File: config.mk
export PLATFORM = sky130hd
export DESIGN_NAME = multiply_dispatcher
export DESIGN_NICKNAME = d
export VERILOG_FILES = /design/src/rtl/multiply_dispatcher.sv
export SDC_FILE = /design/constraint.sdc
export NUM_CORES = 1
export LEC_CHECK = 0
export ABC_AREA = 1
export CORE_AREA = 2 2 102 104
export DETAILED_ROUTE_END_ITERATION = 12
export DIE_AREA = 0 0 104 106
export PLACE_DENSITY = 0.74
export SLEW_MARGIN = 5
export SYNTH_ARGS = -nofsm -noshare
export SYNTH_HDL_FRONTEND = slang
export SYNTH_SLANG_ARGS = --single-unit
File: constraint.sdc
create_clock -name Clock -period 1.9 [get_ports Clock]
set_clock_uncertainty 0.2 [all_clocks]
set_input_delay 0.57 -clock Clock [delete_from_list [all_inputs] [get_ports Clock]]
set_output_delay 0.57 -clock Clock [all_outputs]
set_load 0.01 [all_outputs]
File: src/rtl/multiply_dispatcher.sv
// Operand FIFO + Start/Done sequencer in front of the 8x8 shift-add multiplier.
// Products come back on a registered valid/ready stream.
module multiply_dispatcher #(
  parameter int DEPTH = 4
) (
  input  logic                     Clock,
  input  logic                     Reset_n,
  input  logic                     In_Valid,
  output logic                     In_Ready,
  input  logic [7:0]               In_A,
  input  logic [7:0]               In_B,
  output logic                     Mul_Start,
  output logic [7:0]               Mul_Multiplicand,
  output logic [7:0]               Mul_Multiplier,
  input  logic [15:0]              Mul_Product,
  input  logic                     Mul_Done,
  output logic                     Out_Valid,
  input  logic                     Out_Ready,
  output logic [15:0]              Out_Product,
  output logic [$clog2(DEPTH):0]   Fill,
  output logic                     Busy
);

  localparam int PW = $clog2(DEPTH);

  typedef enum logic [1:0] {S_IDLE, S_ISSUE, S_RELEASE} state_t;

  state_t                   r_state, w_next;
  logic [DEPTH-1:0][15:0]   r_mem;
  logic [PW-1:0]            r_wr_ptr, r_rd_ptr;
  logic [PW:0]              r_fill;
  logic [7:0]               r_op_a, r_op_b;
  logic                     r_out_valid;
  logic [15:0]              r_out_product;
  logic                     w_push, w_pop, w_capture;

  assign In_Ready  = (r_fill != (PW+1)'(DEPTH));
  assign w_push    = In_Valid && In_Ready;
  // Occupancy is registered, so an entry pushed this cycle is not visible to pop.
  assign w_pop     = (r_state == S_IDLE) && (r_fill != '0) && !Mul_Done;
  assign w_capture = (r_state == S_ISSUE) && Mul_Done && (!r_out_valid || Out_Ready);

  always_comb begin
    w_next = r_state;
    case (r_state)
      S_IDLE:    if (w_pop)     w_next = S_ISSUE;
      S_ISSUE:   if (w_capture) w_next = S_RELEASE;
      S_RELEASE: if (!Mul_Done) w_next = S_IDLE;
      default:                  w_next = S_IDLE;
    endcase
  end

  always_ff @(posedge Clock or negedge Reset_n) begin
    if (!Reset_n) r_state <= S_IDLE;
    else          r_state <= w_next;
  end

  // Storage needs no reset: occupancy and pointers gate every read.
  always_ff @(posedge Clock) begin
    if (w_push) r_mem[r_wr_ptr] <= {In_A, In_B};
  end

  always_ff @(posedge Clock or negedge Reset_n) begin
    if (!Reset_n) begin
      r_wr_ptr <= '0;
      r_rd_ptr <= '0;
      r_fill   <= '0;
    end else begin
      if (w_push) r_wr_ptr <= r_wr_ptr + PW'(1);
      if (w_pop)  r_rd_ptr <= r_rd_ptr + PW'(1);
      case ({w_push, w_pop})
        2'b10:   r_fill <= r_fill + (PW+1)'(1);
        2'b01:   r_fill <= r_fill - (PW+1)'(1);
        default: r_fill <= r_fill;
      endcase
    end
  end

  always_ff @(posedge Clock or negedge Reset_n) begin
    if (!Reset_n) begin
      r_op_a <= '0;
      r_op_b <= '0;
    end else if (w_pop) begin
      r_op_a <= r_mem[r_rd_ptr][15:8];
      r_op_b <= r_mem[r_rd_ptr][7:0];
    end
  end

  // A capture wins over a same-cycle consume, so back-to-back products stream.
  always_ff @(posedge Clock or negedge Reset_n) begin
    if (!Reset_n) begin
      r_out_valid   <= 1'b0;
      r_out_product <= '0;
    end else if (w_capture) begin
      r_out_valid   <= 1'b1;
      r_out_product <= Mul_Product;
    end else if (Out_Ready) begin
      r_out_valid   <= 1'b0;
    end
  end

  assign Mul_Start        = (r_state == S_ISSUE);
  assign Mul_Multiplicand = r_op_a;
  assign Mul_Multiplier   = r_op_b;
  assign Out_Valid        = r_out_valid;
  assign Out_Product      = r_out_product;
  assign Fill             = r_fill;
  assign Busy             = (r_state != S_IDLE);

endmodule

[Yosys cells after proc, flatten, opt, wreduce, memory -nomap -nowiden]
Cells that the tools add are included.
Cells by class
  add/subtract/negate cells: 4
  $lt $le $gt $ge: 3
  equal/unequal tests: 8
  muxes and demuxes: 12
  reductions and logical operators: 15
Operators by type and width (number)
  $bwmux W64: 1
  $bmux W16 S2: 1
  $demux W16 S2: 1
  $mux W16: 2
  $logic_and A1 B1 Y1: 6
  $lt A2 B3 Y1 const B: 2
  $mux W2: 3
  $pmux W2 S3: 1
  $pmux W3 S2: 1
  $reduce_bool A2 Y1: 3
  $add A2 B1 Y2 const B: 2
  $eq A2 B1 Y1 const B: 2
  $eq A2 B2 Y1 const B: 2
  $ne A2 B2 Y1 const B: 2
  $add A3 B1 Y3 const B: 1
  $ne A3 B3 Y1 const B: 1
  $reduce_and A3 Y1: 1
  $reduce_bool A3 Y1: 1
  $sub A3 B1 Y3 const B: 1
  $ge A2 B1 Y1 const B: 1
  $logic_not A1 Y1: 2
  $logic_not A2 Y1: 1
  $mux W1: 2
  $ne A2 B1 Y1 const B: 1
  $logic_or A1 B1 Y1: 1
Word-level totals
  register bits after elaboration: 106
  bits of input ports: 37
  output and inout port bits: 39
  logic and storage cells: 54

[Longest topological paths before layout]
Gate-level depths: netlist of the first run.
  depth in word-level cells: 5
  depth in mapped cells: 12

[Least setup slack after synthesis of the first run]
Ideal clock, no wire load.
  path type: input to register
  from: input port Mul_Done
  to: register r_fill[2], in the netlist Fill[2]
  setup time: 0.123 ns
  arrival time: 1.898 ns
  data required time: 1.577 ns
  path slack: -0.321 ns
  stages on the path: 10
  buffers on the path: 1
  cell sequence: inv_1 > nand2_4 > nor2_8 > buf_12 > ha_1 > inv_1 > fa_1 > nand2_1 > nand3_1 > xor2_1
Between the ends
  word-level cells in the longest chain between the ends: 4
Ends and longest elaborated chain
  start: declaration: RTL line 16  | input logic Mul_Done,
  $logic_not A1 Y1 (*)
  $logic_and A1 B1 Y1 (*): RTL line 40  | assign w_pop = (r_state == S_IDLE) && (r_fill != '0) && !Mul_Done;
  named net w_pop: RTL line 35  | logic w_push, w_pop, w_capture;
  $eq A2 B1 Y1 or $eq A2 B2 Y1 (tied branches): RTL line 71  | case ({w_push, w_pop})
  $pmux W3 S2 or $reduce_bool A2 Y1 (tied branches)
  end signal: assignment: RTL line 72  | 2'b10: r_fill <= r_fill + (PW+1)'(1);
  end signal: assignment: RTL line 73  | 2'b01: r_fill <= r_fill - (PW+1)'(1);
  end signal: assignment: RTL line 74  | default: r_fill <= r_fill;
  end: declaration: RTL line 31  | logic [PW:0] r_fill;
Mark *: on every way through the listed nets, which the timed path passes. The rest lies on a longest branch.
A chain may end at the register's enable or synchronous reset.

[Worst setup path in the final report of the first run]
  from: register r_state[1]
  to: output port Mul_Start
Between the ends
  word-level cells in the longest chain between the ends: 1
Ends and longest elaborated chain
  start: declaration: RTL line 28  | state_t r_state, w_next;
  start signal: assignment: RTL line 55  | else r_state <= w_next;
  $eq A2 B1 Y1: RTL line 102  | assign Mul_Start = (r_state == S_ISSUE);
  end: declaration: RTL line 12  | output logic Mul_Start,
No other way between the ends.

==> impl_metrics.toml, run 1 <==
[placed_design]
globalplace.congestion = 0.725
dp_slack_ns = -0.627
post-place-cells = 674
post-dp-hpwl_mm = 5.77
io_buffers = 75

[setup_path]
crit_end = "Mul_Start"
cp-startpoint = "r_state[1]$_DFFE_PN0P_"
start_kind = "flop"
reg2reg_slack_ns = -0.09
crit_slowest_cell = "dfrtp_2"
crit_chain = "buf_4 -> buf_6 -> nor2_4 -> buf_6"
critPathKind = "reg2out"
reg2reg_to = "Fill[2]$_DFFE_PN0P_"
cp_common_cell = "buf_6"
cp.arrival_ns = 1.25
r2r_start = "r_state[1]$_DFFE_PN0P_"
cp_max_fo = 3
required_ns = 1.13
crit_path_end_kind = "output port"
cpPeakStageDelay_ns = 0.44
reg2regPathDepth = 10

[drt]
finalWirelength_mm = 8.95
drc = 0
wl_per_cell_um = 12.7
num_vias = 3223
drt_pre_antenna_iters = 4
via_per_inst = 4.58
drt-initial-drc-count = 211
ant_nets = 0

[die]
fp.dieW_um = 104
core_sq_um = 10000
ios = 76
die_height_um = 106
die_area_sq_um = 11000
start_util_pct = 46.2
rows = 37

[outcome]
status = "finished, violations left"
violations = "negative setup slack"

[logic_synthesis]
ys_warn_count = 0
ys_seq_area_share_pct = 64.4
yosysTopAreaCellShare_pct = 41.6
synth-edff-count = 64
async_flop_share_pct = 39.6
synth_largest_area_cell = "edfxtp_1"
netlist_top_cells_count = "nand2_1 (160), inv_1 (99), edfxtp_1 (64)"
synth_cells = 455
synth_nets = 498
synth.most_common_cell = "nand2_1"
synth_cell_types = 22
synth_seq_cells = 106
avgSynthCellArea_sq_um = 10.1
synth.cell_area_sq_um = 4620
synthTopCellsByArea = "edfxtp_1 (42%), dfrtp_1 (23%), nand2_1 (13%)"
ys.flop_type = "edfxtp_1"

[sta]
setup_slack_ns = -0.115
hold_violations = 0
period_needed_ns = 2.02
finalCritPeriodShare_pct = 106
worst_pin_slew_ns = 0.615
fin_tns_setup_ns = -0.284
rsz0062_at_grt = "true"
slew_headroom_pct = 58.9
setup_viol = 4
fmax_ghz = 0.496
drv_slew = 0

[cts]
cts_max_level = 3
tritoncts = "built"
cts-root-buf = "clkbuf_8"
clockBufferDepth = 2
clkTransAtPathRegs_ns = 0.09
clk_latency_ns = 0.37
cts_buffers = 9
cts_sinks = 106

[finish]
final_util_pct = 59.9
final_nets = 605
num_antenna_cells = 0
stdcell_count = 703
synthToLayoutAreaGrowth_pct = 29.7
drive_above_1_share_pct = 17.3

[grt]
grt_pass1_vias = 3243
overflow = 0
grt_pass1_wl_mm = 15.5
grt_max_degree = 43
antenna_found_initial = 0
grt_util_all_layers_pct = 17.8

[pwr]
powerDensity_nw_per_um2 = 1450
ir_drop_mv = 0.564
fin_total_pwr_mw = 8.65
p_leak_nw = 2.95

[hold_path]
hold_path.class = "reg2reg"

[run]
max_cap_viol_count = 0
==> worst max-delay path, delay by kind of cell (launching register included) <==
kind	cells	cell delay (ns)
buffers and inverters	3	0.36
DFF	1	0.44
and+or+nand+nor	1	0.09
==> kinds of logic (layout without fill, tap and decap cells) <==
| group | Yosys count | in the layout | share of synthesized area (%) |
|---|---|---|---|
| AOI/OAI and AO/OA | 17 | 17 | 3.14 |
| xor gates and xnor gates | 4 | 4 | 0.759 |
| adders and majority gates | 6 | 6 | 1.79 |
| buffers and inverters | 114 | 226 | 10.7 |
| DFF | 106 | 106 | 64.4 |
| and+or+nand+nor | 208 | 208 | 19.2 |
==> how the worst min path moves through the flow <==
stage / slack [ns] / to / cells past startpoint / from
floorplan: 0.07 / Fill[0]$_DFFE_PN0P_ / 0 / Reset_n
global placement: 0.26 / Mul_Multiplier[6]$_DFFE_PN0P_ / 2 / Mul_Multiplier[6]$_DFFE_PN0P_
detailed placement: 0.26 / Mul_Multiplier[7]$_DFFE_PN0P_ / 2 / Mul_Multiplier[7]$_DFFE_PN0P_
CTS: 0.28 / Out_Product[10]$_DFFE_PN0P_ / 2 / Out_Product[10]$_DFFE_PN0P_
global route: 0.30 / Out_Product[10]$_DFFE_PN0P_ / 2 / Out_Product[10]$_DFFE_PN0P_
finish: 0.28 / Mul_Multiplier[7]$_DFFE_PN0P_ / 2 / Mul_Multiplier[7]$_DFFE_PN0P_
==> report_power, final <==
group          internal [mW]  leakage (nW)  total [mW]  switching (mW)
Sequential              3.18          1.10        3.48           0.308
Clock                  0.606        0.0909        1.32           0.718
Combinational           1.70          1.75        3.85            2.14
Total                   5.48          2.95        8.65            3.17
==> metrics by stage <==
step / area [sq um] / hold WS [ns]
6_report: 5990 / 0.278
5_1_grt: 5990 / 0.298
4_1_cts: 5940 / 0.283
3_5_place_dp: 5720 / 0.264
3_3_place_gp: 5720 / 0.261
2_1_floorplan: 4670 / 0.0744
==> registers in the layout, summed over array words and instances (netlist names) <==
signal,count
Out_Product,16
Mul_Multiplicand,8
r_wr_ptr,2
r_state,2
r_rd_ptr,2
Out_Valid,1
Fill,3
r_mem,64
Mul_Multiplier,8
==> area by class of cell <==
class / instances / area, sq um
Clock buffer: 11 / 131
Clock inverter: 5 / 55.1
Fill cell: 859 / 4010
Inverter: 99 / 382
Multi-Input combinational cell: 235 / 1210
Sequential cell: 106 / 2970
Tap cell: 136 / 170
Timing Repair Buffer: 111 / 1060
==> per-layer routing <==
metal	share of wire, %	GRT usage [%]	wire, um	up-vias
met1	44	22.1	3940	1525
li1	-	-	-	1600
met2	49	30.3	4400	83
met3	5.2	4.35	467	15
met4	1.6	6.85	145	0
met5	0	0	0	-
==> timing repair <==
action,CTS,global route
cloned,0,0
hold buffers,1,0
setup endpoints to repair,41,5
hold endpoints to repair,42,0
pin swaps,7,8
setup buffers,8,5
gates resized for setup,62,7
==> placed cells by master (no fill, tap or decap), types with 2 or more instances in the layout <==
cell	netlist	final
buf_12	1	7
buf_2	6	3
buf_4	5	27
buf_6	3	4
clkbuf_1	0	2
clkbuf_8	0	9
clkdlybuf4s50_1	0	34
dfrtp_1	42	41
dlygate4sd2_1	0	35
edfxtp_1	64	64
ha_1	5	4
inv_1	99	92
inv_2	0	5
nand2_1	160	157
nand2_2	1	3
nand2_4	1	2
nand3_1	37	34
nand3_2	1	3
nand3_4	1	2
nor2_2	0	4
nor2_4	2	2
o21ai_2	16	17
xor2_1	3	3
Power figures use the tool's default switching activity.
==> run 2: changes to the inputs <==
--- a/config.mk
+++ b/config.mk
@@ -6,10 +6,10 @@
 export NUM_CORES = 1
 export LEC_CHECK = 0
 export ABC_AREA = 1
-export CORE_AREA = 2 2 102 104
+export CORE_AREA = 2 2 93 95
 export DETAILED_ROUTE_END_ITERATION = 12
-export DIE_AREA = 0 0 104 106
-export PLACE_DENSITY = 0.74
+export DIE_AREA = 0 0 95 97
+export PLACE_DENSITY = 0.84
 export SLEW_MARGIN = 5
 export SYNTH_ARGS = -nofsm -noshare
 export SYNTH_HDL_FRONTEND = slang
==> constraint.sdc (replaced) <==
create_clock -name Clock -period 2.55 [get_ports Clock]
set_clock_uncertainty 0.2 [all_clocks]
set_input_delay 0.765 -clock Clock [delete_from_list [all_inputs] [get_ports Clock]]
set_output_delay 0.765 -clock Clock [all_outputs]
set_load 0.01 [all_outputs]
==> run 2 against run 1 <==
Net effect:
- final cell count down 7.3%
- clock power decreased by 32%
- the flow now finishes without violations
- non-clock buffer count down 20
- first-iteration DRC count is 8.1% higher
- design area shrank 4.7%
- sequential share of layout area increased by 2.5 points
- wire length shrank 0.77%
- worst hold slack got worse by 0.066 ns
==> impl_metrics.toml, run 2 (synthesis results as in run 1) <==
[outcome]
status = "completed"

[die]
ios = 76
start_util_pct = 56.8
die_area_sq_um = 9220
rows = 33
die_height_um = 97
core_sq_um = 8130
fp.dieW_um = 95

[cts]
cts_sinks = 106
cts-root-buf = "clkbuf_8"
cts_max_level = 3
cts_buffers = 9
tritoncts = "built"
clockBufferDepth = 2
clk_latency_ns = 0.37
clkTransAtPathRegs_ns = 0.09

[hold_path]
hold_path.class = "in2async"

[finish]
fin_area_sq_um = 5700
synthToLayoutAreaGrowth_pct = 23.6
final_cell_mix = "nand2_1 (160), inv_1 (99), clkdlybuf4s50_1 (71)"
largest_reg_flops = 64
final_nets = 585
drive_above_1_share_pct = 9.69
mostFrequentLayoutCell = "nand2_1"
stdcell_count = 652
num_antenna_cells = 0
top_register = "r_mem"

[sta]
hold_ws_ns = 0.213
finalCritPeriodShare_pct = 93.0
rsz0062_at_grt = "false"
hold_violations = 0
slew_headroom_pct = 49.3
period_needed_ns = 2.37
fmax_ghz = 0.422
worst_pin_slew_ns = 0.760
setup_viol = 0
drv_slew = 0
setup_slack_ns = 0.178

[setup_path]
reg2reg_to = "Mul_Multiplier[3]$_DFFE_PN0P_"
cp_common_cell = "inv_1"
reg2regPathDepth = 5
start_kind = "input port"
crit_family = "buffers and inverters"
critPathKind = "in2reg"
crit_chain = "clkdlybuf4s50_1 -> inv_1 -> nand2_4 -> nor2_8 -> ha_1 -> inv_1 -> fa_1 -> nand2_1 -> nand3_1 -> xor2_1"
crit_path_end_kind = "flop"
cp_max_fo = 2
cpPeakStageDelay_ns = 0.43
reg2reg_slack_ns = 0.47
worst-path-stages = 10
crit_slowest_cell = "clkdlybuf4s50_1"
cp.arrival_ns = 2.43
required_ns = 2.61
path_buf_inv = 3
r2r_start = "r_rd_ptr[1]$_DFFE_PN0P_"

[pwr]
powerDensity_nw_per_um2 = 1080
p_leak_nw = 2.75
ir_drop_mv = 0.532
fin_total_pwr_mw = 6.16

[grt]
antenna_found_initial = 0
grt_pass1_vias = 3157
grt_max_degree = 35
grt_util_all_layers_pct = 20.7
overflow = 0
grt_pass1_wl_mm = 14.6

[drt]
wl_per_cell_um = 13.6
num_vias = 3148
drt-initial-drc-count = 228
drt_pre_antenna_iters = 4
finalWirelength_mm = 8.88
drc = 0
via_per_inst = 4.83
ant_nets = 0

[placed_design]
dp_slack_ns = -0.206
globalplace.congestion = 0.753
dpl_cell_area_sq_um = 5530
post-dp-hpwl_mm = 6.07
io_buffers = 75
post-place-cells = 636

[run]
max_cap_viol_count = 0
## run 2: cell count changes in the layout (fill, tap and decap cells not counted), moves of 3 or more
cell	delta
nor2_1	+4
nor2_2	-4
buf_6	-4
dlymetal6s2s_1	+3
nand2_1	+3
buf_12	-4
inv_1	+7
inv_2	-5
clkdlybuf4s50_1	+37
buf_4	-14
dlygate4sd2_1	-35
nand3_1	+3
## run 2: how the worst max path moves through the flow
stage                     slack, ns                   start                   to
after detailed placement      -0.21                Mul_Done  Fill[2]$_DFFE_PN0P_
after global placement        -0.15                Mul_Done  Fill[2]$_DFFE_PN0P_
after CTS                     0.003  r_state[0]$_DFFE_PN0P_            Mul_Start
after global routing           0.05                Mul_Done  Fill[2]$_DFFE_PN0P_
after floorplan                0.13                Mul_Done  Fill[2]$_DFFE_PN0P_
final                          0.18                Mul_Done  Fill[2]$_DFFE_PN0P_
## run 2: worst register-to-register path, cell delays in order (launching register included)
cell	delay, ns
dfrtp_1	0.84
inv_1	0.53
nand3_1	0.23
nand2_1	0.08
nand2_1	0.07
nand2_1	0.05
## run 2: per-layer routing
layer | part of all wire, % | wire length (um) | global-route usage (%)
met5 | 0 | 0 | 0
met4 | 1.2 | 103 | 9.36
met3 | 7.3 | 647 | 4.05
met2 | 51 | 4530 | 34.8
met1 | 41 | 3600 | 25.7
## run 2: cell type report
cell class	instances	area, sq um
inverters	99	372
multi-input cells	235	1150
fillers	563	2430
repair buffers	91	911
flip-flops and latches	106	2970
well taps	105	131
clock buffers	13	149
clock inverters	3	16.3
## run 2: report_power, final
part / internal, mW / leakage (nW) / switching (mW)
combinational: 1.17 / 1.57 / 1.44
sequential: 2.37 / 1.10 / 0.281
clock: 0.379 / 0.0811 / 0.524
## run 2: what timing repair did
action                                  4_1_cts  5_1_grt
resized for setup                             0        4
buffers inserted                              0        0
endpoints found under the setup margin        0        3
endpoints found under the hold margin         0        0
hold buffers                                  0        0
## run 2: through the flow
stage / TNS (ns) / utilization (%)
floorplan: 0 / -
global placement: -0.164 / 68.0
detailed placement: -0.304 / 68.0
CTS: 0 / 70.0
global route: 0 / 70.1
finish: 0 / 70.1
==> RTL change, RTL diff (config.mk and constraints of run 1) <==
Set the parameter `DEPTH` to 2 (it was 4).
--- a/src/rtl/multiply_dispatcher.sv
+++ b/src/rtl/multiply_dispatcher.sv
@@ -1,7 +1,7 @@
 // Operand FIFO + Start/Done sequencer in front of the 8x8 shift-add multiplier.
 // Products come back on a registered valid/ready stream.
 module multiply_dispatcher #(
-  parameter int DEPTH = 4
+  parameter int DEPTH = 2
 ) (
   input  logic                     Clock,
   input  logic                     Reset_n,
Interface: changed (resized Fill); port bits go from 76 to 75. No check against the original RTL was run, so the function may have changed too.
==> RTL change against run 1 <==
- largest cell class unchanged
- worst setup slack gained 170 ps
- cell count shrank 29%
- first-iteration DRC count shrank 59%
- non-clock buffer count shrank 19
- synthesized area shrank 38%
- hold slack lost 8.6 ps
- core utilization shrank 19 points
- cell area shrank 32%
- sequential cell count shrank 35
- total power shrank 28%
- sequential power shrank 30%
- highest routed layer unchanged
- wire length shrank 25%
- combinational power shrank 34%
==> RTL change: results (changes against run 1) <==
Global routing
  • Largest net degree at the start of global routing: 40 (-7.0%)
  • First-pass GRT wire length: 11.1 mm (-29%)
  • Number of global-route vias before repair: 2286 (-30%)
  • Met1 Track Usage GR: 14.5% (-7.6 points)
  • Total GRT Usage: 13.0% (-4.8 points)
  • Met2 usage: 23.2% (-7.1 points)

Clocking
  • Clk_lat worst skew: 340 ps (-30 ps)

Placement
  • GP Congestion: 0.760 (+4.9%)
  • Place WS: -262 ps (+365 ps)
  • Post-DP HPWL: 4.43 mm (-23%)
  • Placed Instance Area: 3840 sq um (-33%)

Power and ir drop
  • Cell Pwr Density: 1540 nW/um^2 (+6.5%)
  • Worst vdd ir: 0.560 mV (-0.80%)
  • Pleak: 0.00193 uW (-35%)

Setup path
  • FF-to-FF path depth: 9 (-1)
  • Critical R2R Capture: Fill[1]
  • Flop2flop setup slack: 140 ps (+230 ps)
  • CP Launch Point: r_state[0]
  • Crit path capture: Busy

Logic synthesis
  • Part of the Yosys area used for sequential elements: 67.4% (+3.0 points)
  • Yosys cell types: 20 (-9.1%)
  • Async SR Flop Fraction: 54.9% (+15 points)
  • Mapped Nets: 306 (-39%)
  • List of most frequent post-synthesis cells: 125 x nand2_1, 39 x dfrtp_1, 32 x edfxtp_1, 18 x nand4_1, 15 x nand3_1
  • Most used flip-flop cell after synthesis: dfrtp_1

STA
  • Worst rel slew slack: 69.9% (+11 points)
  • Minimum clock period: 1850 ps (-167 ps)

Routing
  • Met3 routed WL: 355 microns (-24%)
  • WL met1: 2.74 mm (-30%)
  • Met2 WL: 3.52 mm (-20%)
  • WL/cell: 13.3 microns (+4.7%)
  • Via-to-Cell Ratio: 4.34 (-5.4%)

Outcome
  • Status: completed

Final layout
  • Max FFs per register: 32 (-50%)
  • Share of cells above drive strength 1: 15.1% (-2.2 points)
  • # fillers: 983 (+14%)
  • Nets: 398 (-34%)
## RTL change: through the flow
stage	hold slack (ps)	instances
global route	291	501
floorplan	74.4	268
CTS	270	500
detailed placement	258	479
global placement	253	479
finish	270	501
## RTL change: where the power goes
group	internal [uW]	total, uW	switching (uW)
Combinational	1070	2530	1460
Sequential	2180	2430	252
Clock	735	1280	549
Total	3980	6240	2260
## RTL change: kinds of logic after synthesis
| family | Yosys count | share of synthesized area, % |
|---|---|---|
| compound gates | 1 | 0.174 |
| xor+xnor | 1 | 0.305 |
| fa+ha+maj | 1 | 0.435 |
| buf+inv | 22 | 4.35 |
| flops | 71 | 67.4 |
| simple gates | 172 | 27.4 |
## RTL change: worst min path at each step
stage,startpoint,end,slack [ps],cells past startpoint
6_report,Out_Product[1],Out_Product[1],270,2
5_1_grt,Out_Product[11],Out_Product[11],290,2
4_1_cts,Out_Product[12],Out_Product[12],270,2
3_5_place_dp,Out_Product[1],Out_Product[1],260,2
3_3_place_gp,Out_Product[12],Out_Product[12],250,2
2_1_floorplan,Reset_n,Fill[0],70,0
## RTL change: layout make-up
class	instances	area share, %
flip-flops and latches	71	47.8
clock inverters	6	2.10
repair buffers	92	21.4
inverters	11	1.08
well taps	136	4.20
multi-input cells	175	20.2
clock buffers	10	3.15
## RTL change: timing repair
item                                    CTS  global route
buffers inserted                          4             1
endpoints found under the setup margin   38             4
gates resized for setup                  50             6
endpoints found under the hold margin    31             0
pin swaps                                 0             1
hold buffers                              1             0
## RTL change: critical path, cell delays in order (launching register included)
cell     delay, ps
dfrtp_1        410
inv_2          130
nand2_2         80
buf_6          120
